`config.mk`:
```
export PLATFORM = sky130hd
export DESIGN_NAME = ts_capture_arbiter_flat
export DESIGN_NICKNAME = d
export VERILOG_FILES = /design/src/rtl/ts_capture_arbiter_if.sv /design/src/rtl/ts_capture_arbiter.sv /design/src/flat_wrapper.sv
export SDC_FILE = /design/constraint.sdc
export NUM_CORES = 1
export LEC_CHECK = 0
export CAP_MARGIN = 20
export CORE_MARGIN = 2
export CORE_UTILIZATION = 51
export CTS_CLUSTER_DIAMETER = 80
export CTS_CLUSTER_SIZE = 28
export DETAILED_ROUTE_END_ITERATION = 12
export GPL_ROUTABILITY_DRIVEN = 1
export PLACE_DENSITY = 0.8
export SLEW_MARGIN = 20
export SYNTH_ARGS = -nofsm -noshare
export SYNTH_HDL_FRONTEND = slang
export SYNTH_SLANG_ARGS = --single-unit
```
`constraint.sdc`:
```
create_clock -name clk -period 5 [get_ports clk]
set_clock_uncertainty 0.05 [all_clocks]
set_input_delay 1 -clock clk [delete_from_list [all_inputs] [get_ports clk]]
set_output_delay 1 -clock clk [all_outputs]
set_load 0.05 [all_outputs]
```
`src/rtl/ts_capture_arbiter_if.sv`:
```
// Bundle between the capture arbiter, its requesting detectors and the shared PPS timestamp unit.
// The slave modport is the arbiter; the master modport drives requests and models the unit.
`timescale 1ns/1ps
interface ts_capture_arbiter_if #(
  parameter int NUM_CH                  = 4,
  parameter int UTC_SECONDS_WIDTH       = 6,
  parameter int COUNT_LAST_SECOND_WIDTH = 26,
  parameter int DRIFT_COUNT_WIDTH       = 13,
  parameter int WAIT_WIDTH              = 8
);
  localparam int CH_W = (NUM_CH > 1) ? $clog2(NUM_CH) : 1;

  logic [NUM_CH-1:0]                   req;
  logic                                ts_event;
  logic                                ts_confirm;
  logic [UTC_SECONDS_WIDTH-1:0]        ts_utc;
  logic [COUNT_LAST_SECOND_WIDTH-1:0]  ts_clk;
  logic signed [DRIFT_COUNT_WIDTH-1:0] ts_drift;
  logic                                ts_ready;
  logic                                rsp_valid;
  logic [CH_W-1:0]                     rsp_ch;
  logic [UTC_SECONDS_WIDTH-1:0]        rsp_utc;
  logic [COUNT_LAST_SECOND_WIDTH-1:0]  rsp_clk;
  logic signed [DRIFT_COUNT_WIDTH-1:0] rsp_drift;
  logic [WAIT_WIDTH-1:0]               rsp_wait;
  logic                                rsp_err;
  logic [NUM_CH-1:0]                   overrun;
  logic                                busy;

  modport master (
    output req, ts_utc, ts_clk, ts_drift, ts_ready,
    input  ts_event, ts_confirm, rsp_valid, rsp_ch, rsp_utc, rsp_clk, rsp_drift,
    input  rsp_wait, rsp_err, overrun, busy
  );

  modport slave (
    input  req, ts_utc, ts_clk, ts_drift, ts_ready,
    output ts_event, ts_confirm, rsp_valid, rsp_ch, rsp_utc, rsp_clk, rsp_drift,
    output rsp_wait, rsp_err, overrun, busy
  );
endinterface

```
`src/rtl/ts_capture_arbiter.sv`:
```
// Round-robin sharing of one PPS timestamp unit among NUM_CH detectors: latches requests,
// runs the event/confirm/ready handshake per grant and returns the result plus wait time.
`timescale 1ns/1ps
module ts_capture_arbiter #(
  parameter int NUM_CH                  = 4,
  parameter int UTC_SECONDS_WIDTH       = 6,
  parameter int COUNT_LAST_SECOND_WIDTH = 26,
  parameter int DRIFT_COUNT_WIDTH       = 13,
  parameter int WAIT_WIDTH              = 8,
  parameter int CONFIRM_DELAY           = 2,
  parameter int READY_TIMEOUT           = 15
) (
  input  logic                clk,
  input  logic                rst,
  ts_capture_arbiter_if.slave bus
);
  localparam int CH_W  = (NUM_CH > 1) ? $clog2(NUM_CH) : 1;
  localparam int GAP_W = $clog2(CONFIRM_DELAY + 1);
  localparam int TO_W  = $clog2(READY_TIMEOUT + 1);

  typedef enum logic [2:0] {
    S_IDLE    = 3'd0,
    S_EVENT   = 3'd1,
    S_GAP     = 3'd2,
    S_CONFIRM = 3'd3,
    S_WAITR   = 3'd4,
    S_DONE    = 3'd5
  } state_t;

  state_t                              r_state;
  state_t                              w_state_next;
  logic [NUM_CH-1:0]                   r_pending;
  logic [WAIT_WIDTH-1:0]               r_wait_cnt [NUM_CH];
  logic [CH_W-1:0]                     r_ptr;
  logic [CH_W-1:0]                     r_grant_ch;
  logic [WAIT_WIDTH-1:0]               r_grant_wait;
  logic [GAP_W-1:0]                    r_gap_cnt;
  logic [TO_W-1:0]                     r_to_cnt;
  logic                                w_grant_vld;
  logic [CH_W-1:0]                     w_grant_ch;
  logic [CH_W-1:0]                     w_cand;
  logic [NUM_CH-1:0]                   w_grant_oh;
  logic                                w_timeout;
  logic                                r_ts_event;
  logic                                r_ts_confirm;
  logic                                r_rsp_valid;
  logic                                r_busy;
  logic [CH_W-1:0]                     r_rsp_ch;
  logic [UTC_SECONDS_WIDTH-1:0]        r_rsp_utc;
  logic [COUNT_LAST_SECOND_WIDTH-1:0]  r_rsp_clk;
  logic signed [DRIFT_COUNT_WIDTH-1:0] r_rsp_drift;
  logic [WAIT_WIDTH-1:0]               r_rsp_wait;
  logic                                r_rsp_err;
  logic [NUM_CH-1:0]                   r_overrun;

  // Round-robin pick: scanning downward lets the candidate closest to r_ptr win.
  always_comb begin
    w_grant_vld = 1'b0;
    w_grant_ch  = '0;
    w_grant_oh  = '0;
    w_cand      = '0;
    if (r_state == S_IDLE) begin
      for (int k = NUM_CH - 1; k >= 0; k--) begin
        w_cand = (int'(r_ptr) + k >= NUM_CH) ? CH_W'(int'(r_ptr) + k - NUM_CH)
                                             : CH_W'(int'(r_ptr) + k);
        w_grant_vld = w_grant_vld | r_pending[w_cand];
        w_grant_ch  = r_pending[w_cand] ? w_cand : w_grant_ch;
      end
    end else begin
      w_grant_vld = 1'b0;
    end
    w_grant_oh[w_grant_ch] = w_grant_vld;
  end

  assign w_timeout = (r_to_cnt == TO_W'(READY_TIMEOUT - 1));

  // Next-state logic of the handshake sequencer.
  always_comb begin
    w_state_next = r_state;
    case (r_state)
      S_IDLE:    w_state_next = w_grant_vld ? S_EVENT : S_IDLE;
      S_EVENT:   w_state_next = S_GAP;
      S_GAP:     w_state_next = (r_gap_cnt == GAP_W'(CONFIRM_DELAY - 1)) ? S_CONFIRM : S_GAP;
      S_CONFIRM: w_state_next = S_WAITR;
      S_WAITR:   w_state_next = (bus.ts_ready || w_timeout) ? S_DONE : S_WAITR;
      S_DONE:    w_state_next = S_IDLE;
      default:   w_state_next = S_IDLE;
    endcase
  end

  // State, pointer, gap and timeout counters.
  always_ff @(posedge clk or posedge rst) begin
    if (rst) begin
      r_state   <= S_IDLE;
      r_ptr     <= '0;
      r_gap_cnt <= '0;
      r_to_cnt  <= '0;
    end else begin
      r_state   <= w_state_next;
      if (w_grant_vld) begin
        r_ptr <= (w_grant_ch == CH_W'(NUM_CH - 1)) ? '0 : w_grant_ch + 1'b1;
      end
      r_gap_cnt <= (r_state == S_GAP) ? r_gap_cnt + 1'b1 : '0;
      r_to_cnt  <= (r_state == S_WAITR) ? r_to_cnt + 1'b1 : '0;
    end
  end

  // Request latching; a repeat while still pending is dropped and flagged as overrun.
  always_ff @(posedge clk or posedge rst) begin
    if (rst) begin
      r_pending <= '0;
      r_overrun <= '0;
      for (int i = 0; i < NUM_CH; i++) r_wait_cnt[i] <= '0;
    end else begin
      for (int i = 0; i < NUM_CH; i++) begin
        r_overrun[i] <= bus.req[i] & r_pending[i] & ~w_grant_oh[i];
        if (bus.req[i] && !(r_pending[i] && !w_grant_oh[i])) begin
          r_pending[i]  <= 1'b1;
          r_wait_cnt[i] <= '0;
        end else if (w_grant_oh[i]) begin
          r_pending[i]  <= 1'b0;
        end else if (r_pending[i] && (r_wait_cnt[i] != '1)) begin
          r_wait_cnt[i] <= r_wait_cnt[i] + 1'b1;
        end
      end
    end
  end

  // Grant snapshot and response fields; data holds until the next response.
  always_ff @(posedge clk or posedge rst) begin
    if (rst) begin
      r_grant_ch   <= '0;
      r_grant_wait <= '0;
      r_rsp_ch     <= '0;
      r_rsp_utc    <= '0;
      r_rsp_clk    <= '0;
      r_rsp_drift  <= '0;
      r_rsp_wait   <= '0;
      r_rsp_err    <= 1'b0;
    end else begin
      if (w_grant_vld) begin
        r_grant_ch   <= w_grant_ch;
        r_grant_wait <= r_wait_cnt[w_grant_ch];
      end
      if ((r_state == S_WAITR) && (w_state_next == S_DONE)) begin
        r_rsp_ch    <= r_grant_ch;
        r_rsp_wait  <= r_grant_wait;
        r_rsp_err   <= ~bus.ts_ready;
        r_rsp_utc   <= bus.ts_ready ? bus.ts_utc   : '0;
        r_rsp_clk   <= bus.ts_ready ? bus.ts_clk   : '0;
        r_rsp_drift <= bus.ts_ready ? bus.ts_drift : '0;
      end
    end
  end

  // Strobes decoded from the next state so they line up with the state they belong to.
  always_ff @(posedge clk or posedge rst) begin
    if (rst) begin
      r_ts_event   <= 1'b0;
      r_ts_confirm <= 1'b0;
      r_rsp_valid  <= 1'b0;
      r_busy       <= 1'b0;
    end else begin
      r_ts_event   <= (w_state_next == S_EVENT);
      r_ts_confirm <= (w_state_next == S_CONFIRM);
      r_rsp_valid  <= (w_state_next == S_DONE);
      r_busy       <= (w_state_next != S_IDLE);
    end
  end

  assign bus.ts_event   = r_ts_event;
  assign bus.ts_confirm = r_ts_confirm;
  assign bus.rsp_valid  = r_rsp_valid;
  assign bus.rsp_ch     = r_rsp_ch;
  assign bus.rsp_utc    = r_rsp_utc;
  assign bus.rsp_clk    = r_rsp_clk;
  assign bus.rsp_drift  = r_rsp_drift;
  assign bus.rsp_wait   = r_rsp_wait;
  assign bus.rsp_err    = r_rsp_err;
  assign bus.overrun    = r_overrun;
  assign bus.busy       = r_busy;
endmodule

```
`src/flat_wrapper.sv`:
```
// flat-port wrapper written by rule: the top's interface ports become plain ports
module ts_capture_arbiter_flat 
#(
  parameter int NUM_CH                  = 4,
  parameter int UTC_SECONDS_WIDTH       = 6,
  parameter int COUNT_LAST_SECOND_WIDTH = 26,
  parameter int DRIFT_COUNT_WIDTH       = 13,
  parameter int WAIT_WIDTH              = 8,
  parameter int CONFIRM_DELAY           = 2,
  parameter int READY_TIMEOUT           = 15
)
  (clk, rst, bus_req, bus_ts_utc, bus_ts_clk, bus_ts_drift, bus_ts_ready, bus_ts_event, bus_ts_confirm, bus_rsp_valid, bus_rsp_ch, bus_rsp_utc, bus_rsp_clk, bus_rsp_drift, bus_rsp_wait, bus_rsp_err, bus_overrun, bus_busy);
  ts_capture_arbiter_if #(.NUM_CH(NUM_CH), .UTC_SECONDS_WIDTH(UTC_SECONDS_WIDTH), .COUNT_LAST_SECOND_WIDTH(COUNT_LAST_SECOND_WIDTH), .DRIFT_COUNT_WIDTH(DRIFT_COUNT_WIDTH), .WAIT_WIDTH(WAIT_WIDTH)) bus_i ();
  input  logic clk;
  input  logic rst;
  input wire logic [$bits(bus_i.req)-1:0] bus_req;
  input wire logic [$bits(bus_i.ts_utc)-1:0] bus_ts_utc;
  input wire logic [$bits(bus_i.ts_clk)-1:0] bus_ts_clk;
  input wire logic [$bits(bus_i.ts_drift)-1:0] bus_ts_drift;
  input wire logic [$bits(bus_i.ts_ready)-1:0] bus_ts_ready;
  output wire logic [$bits(bus_i.ts_event)-1:0] bus_ts_event;
  output wire logic [$bits(bus_i.ts_confirm)-1:0] bus_ts_confirm;
  output wire logic [$bits(bus_i.rsp_valid)-1:0] bus_rsp_valid;
  output wire logic [$bits(bus_i.rsp_ch)-1:0] bus_rsp_ch;
  output wire logic [$bits(bus_i.rsp_utc)-1:0] bus_rsp_utc;
  output wire logic [$bits(bus_i.rsp_clk)-1:0] bus_rsp_clk;
  output wire logic [$bits(bus_i.rsp_drift)-1:0] bus_rsp_drift;
  output wire logic [$bits(bus_i.rsp_wait)-1:0] bus_rsp_wait;
  output wire logic [$bits(bus_i.rsp_err)-1:0] bus_rsp_err;
  output wire logic [$bits(bus_i.overrun)-1:0] bus_overrun;
  output wire logic [$bits(bus_i.busy)-1:0] bus_busy;
  assign bus_i.req = bus_req;
  assign bus_i.ts_utc = bus_ts_utc;
  assign bus_i.ts_clk = bus_ts_clk;
  assign bus_i.ts_drift = bus_ts_drift;
  assign bus_i.ts_ready = bus_ts_ready;
  assign bus_ts_event = bus_i.ts_event;
  assign bus_ts_confirm = bus_i.ts_confirm;
  assign bus_rsp_valid = bus_i.rsp_valid;
  assign bus_rsp_ch = bus_i.rsp_ch;
  assign bus_rsp_utc = bus_i.rsp_utc;
  assign bus_rsp_clk = bus_i.rsp_clk;
  assign bus_rsp_drift = bus_i.rsp_drift;
  assign bus_rsp_wait = bus_i.rsp_wait;
  assign bus_rsp_err = bus_i.rsp_err;
  assign bus_overrun = bus_i.overrun;
  assign bus_busy = bus_i.busy;
  ts_capture_arbiter #(.NUM_CH(NUM_CH), .UTC_SECONDS_WIDTH(UTC_SECONDS_WIDTH), .COUNT_LAST_SECOND_WIDTH(COUNT_LAST_SECOND_WIDTH), .DRIFT_COUNT_WIDTH(DRIFT_COUNT_WIDTH), .WAIT_WIDTH(WAIT_WIDTH), .CONFIRM_DELAY(CONFIRM_DELAY), .READY_TIMEOUT(READY_TIMEOUT)) u_core (.clk(clk), .rst(rst), .bus(bus_i));
endmodule
```
==> results.md <==
* First-pass GRT wire length at 22400 um
* Outcome: complete, no violations
* Final TNS setup at 0 ns
* Fill cells at 782
* Initial DRT Pass Iterations at 5
* WL/cell at 16.4 um
* Drt first-iter violations at 343
* Vias in the first global route at 4546
* Worst stage delay on the critical path at 0.82 ns
* Vias at 4639
* Share of layout cells above drive strength 1 at 7.16%
* WL final at 13700 um
* Most used cell, CP: buf_4
* Max frequency at 287 MHz
* Site Rows at 37
* CTS tree: done
* Worst-case clock buffer depth at 2
* Ant diodes at 0
* CP Launch Type: primary input
* EDFF count, synth at 0
* Die width at 108 um
* Residual DRC at 0
* Worst slew margin at 31.9%
* Port-buffer cells at 115
* Clock transition at path regs at 0.06 ns
* Worst-Margin Slew at 1.02 ns
* Hold Violations, Final at 0
* FF+latch area at 0.00303 mm^2
* Antenna violations before repair at 0
* Reg-to-Reg End: u_core.r_wait_cnt[8]
* Worst path slowest cell: or2_2
* Worst setup path endpoint: u_core.r_state[0]
* Yosys reg bits at 121
* Worst reg2reg startpoint: u_core.r_pending[3]
* Largest net degree at the start of global routing at 61
* Static leakage at 0.00340 uW
* Post_cts resized at 0
* Area Growth Syn to Fin at 33.5%
* Vias per std cell at 5.56
* Worst endpoint data arrival time at 3.83 ns
* Final critical-path required period at 3.48 ns
* Worst Reg2Reg Path Length in Cells at 10
* Worst hold path class: reg -> reg
* CP Capture Type: flop
* Clk sinks at 121
* Seq/Total Area, Yosys at 55.3%
* Routability cong. at 0.872
* Worst VDD drop at 0.000417 V
* Worst EP required at 5.34 ns
* Initial Utilization at 52.8%
* Top-level I/O count at 116
* Max-Cap Viols at 0
* CTS H-Tree Depth at 4
* Mapped Nets at 640
* TritonCTS Buffers at 17
* Hpwl dp at 9230 um
* Clock root cell: clkbuf_8
* Core area at 0.0104 mm^2
* Total gr overflow at 0
* Slew Viols, Final at 0
* Kind of critical path: in -> reg
* Cts hold-fix bufs at 0
* Detail Route Antenna Nets at 0
* Placed cells at 802
* Mapped Cells at 577
* Synth warnings at 0
* Async set-reset flop share out of synthesis at 100%
* CP cell instances: clkdlybuf4s50_1 -> buf_4 -> a31oi_1 -> or2_2 -> inv_1 -> buf_4 -> or3_1
* Post-synth top flop: dfrtp_1
* Final setup viols at 0
* Final Cycle Share at 69.7%
* Critical path launch point: bus_ts_ready
* Reg-to-reg slack, setup at 1.63 ns
* Clk_lat worst skew at 0.51 ns
* RSZ-0062 raised after global routing: false
* Setup bufs post-CTS at 0
* Multi-input logic area at 0.00223 mm^2
* Synth Area per Inst at 9.48 um^2
* Power density cells at 749 mW/mm^2
* Critical path fanouts, max at 58
* Post-Layout Cell Count at 834
* Mapped Area at 0.00547 mm^2
* Nets at 748
* Die ar. at 0.0116 mm^2
* Post-synth cell types at 49
* Gr usage total at 24.9%
* Die height at 108 um
## per-layer routing
| metal | up-vias | GRT usage, % | share of wire [%] |
|---|---|---|---|
| met1 | 2235 | 31.8 | 41 |
| met5 | - | 0 | 0 |
| met4 | 0 | 7.42 | 1.4 |
| met2 | 194 | 41.3 | 50 |
| li1 | 2189 | - | - |
| met3 | 21 | 7.26 | 7.8 |
## Yosys cell counts, drive strengths merged (3+ instances only)
| cell | n | area share (%) |
|---|---|---|
| nand2 | 150 | 10 |
| ha | 11 | 2.5 |
| buf | 14 | 1.5 |
| nor2 | 28 | 1.9 |
| nor3 | 16 | 1.5 |
| nand3 | 65 | 5.9 |
| xor2 | 4 | 0.64 |
| a211oi | 5 | 0.69 |
| clkbuf | 16 | 1.1 |
| xnor2 | 9 | 1.4 |
| inv | 20 | 1.4 |
| mux2 | 8 | 1.9 |
| and2 | 6 | 0.69 |
| or3 | 8 | 0.91 |
| a21oi | 13 | 1.2 |
| nand4 | 5 | 0.57 |
| o221ai | 3 | 0.59 |
| dfrtp | 121 | 55 |
| a31oi | 6 | 0.69 |
| o21ai | 25 | 2.4 |
| and3 | 3 | 0.34 |
| mux2i | 13 | 2.4 |
| a221o | 4 | 0.73 |
## through the flow
step                util [%]  cell area (um^2)  setup slack, ns  total power [uW]  hold slack, ns
floorplan                  -              5470            0.736              3400           0.358
detailed placement      64.4              6680            0.990              4180           0.375
global route            70.5              7310             1.25              5780           0.405
CTS                     70.5              7310             1.53              5490           0.383
global placement        64.4              6680             1.13              4090           0.368
finish                  70.5              7310             1.52              5470           0.380
## logic make-up (layout without fill, tap and decap cells)
group	count (synthesis)	in the layout	synth area share (%)
buf+inv	50	171	4.00
fa+ha+maj	11	11	2.51
simple gates	293	293	23.7
compound gates	68	68	8.09
xor+xnor	13	13	2.08
mux	21	21	4.30
flops	121	121	55.3
## critical path, delay by kind of cell
kind	cells	cell delay, ns
AND/OR/NAND/NOR	2	1.23
buffers and inverters	4	1.36
AO/OA/AOI/OAI	1	0.20
## report_power, final
part,internal [uW],switching (uW)
clock network,828,449
registers,1390,359
logic,850,1600
## cell type report
cell class / instances / area share, %
repair buffers: 119 / 16.2
clock buffers: 19 / 5.91
inverters: 20 / 1.06
well taps: 136 / 2.33
multi-input cells: 406 / 30.5
flip-flops and latches: 121 / 41.4
clock inverters: 13 / 2.64
## placed cells by master (no fill, tap or decap), drive strengths merged, types with 2 or more instances in the layout
master	count
a21boi	2
nor3	16
buf	4
nand3	65
clkdlybuf4s50	115
clkinvlp	2
xnor2	9
o31ai	2
mux2	8
mux2i	13
inv	23
or2	2
a21oi	13
o21a	2
nand2b	2
bufinv	4
ha	11
nor4	2
nand4	5
o21ai	25
nand2	150
o221ai	3
or3	8
dfrtp	121
and2	6
a31oi	6
nor2b	2
a211oi	5
clkinv	4
and3	3
clkbuf	19
a221o	4
nor2	28
xor2	4
## flip-flops by register name, indices dropped and copies added (netlist names), 3 cells and up
signal                cells
u_core.bus.rsp_clk       26
u_core.bus.overrun        4
u_core.r_to_cnt           4
u_core.bus.rsp_wait       8
u_core.r_pending          4
u_core.bus.rsp_utc        6
u_core.r_grant_wait       8
u_core.r_state            3
u_core.r_wait_cnt        32
u_core.bus.rsp_drift     13
## how the worst min path moves through the flow
stage | start | end | slack [ns] | depth (start not counted)
3_5_place_dp | u_core.r_gap_cnt[0] | u_core.r_gap_cnt[0] | 0.38 | 1
5_1_grt | u_core.r_gap_cnt[0] | u_core.r_gap_cnt[0] | 0.41 | 1
6_report | u_core.r_gap_cnt[0] | u_core.r_gap_cnt[0] | 0.38 | 1
3_3_place_gp | u_core.r_gap_cnt[0] | u_core.r_gap_cnt[0] | 0.37 | 1
2_1_floorplan | u_core.r_gap_cnt[0] | u_core.r_gap_cnt[0] | 0.36 | 1
4_1_cts | u_core.r_gap_cnt[0] | u_core.r_gap_cnt[0] | 0.38 | 1
No activity file was read; power rests on OpenSTA's default activity.
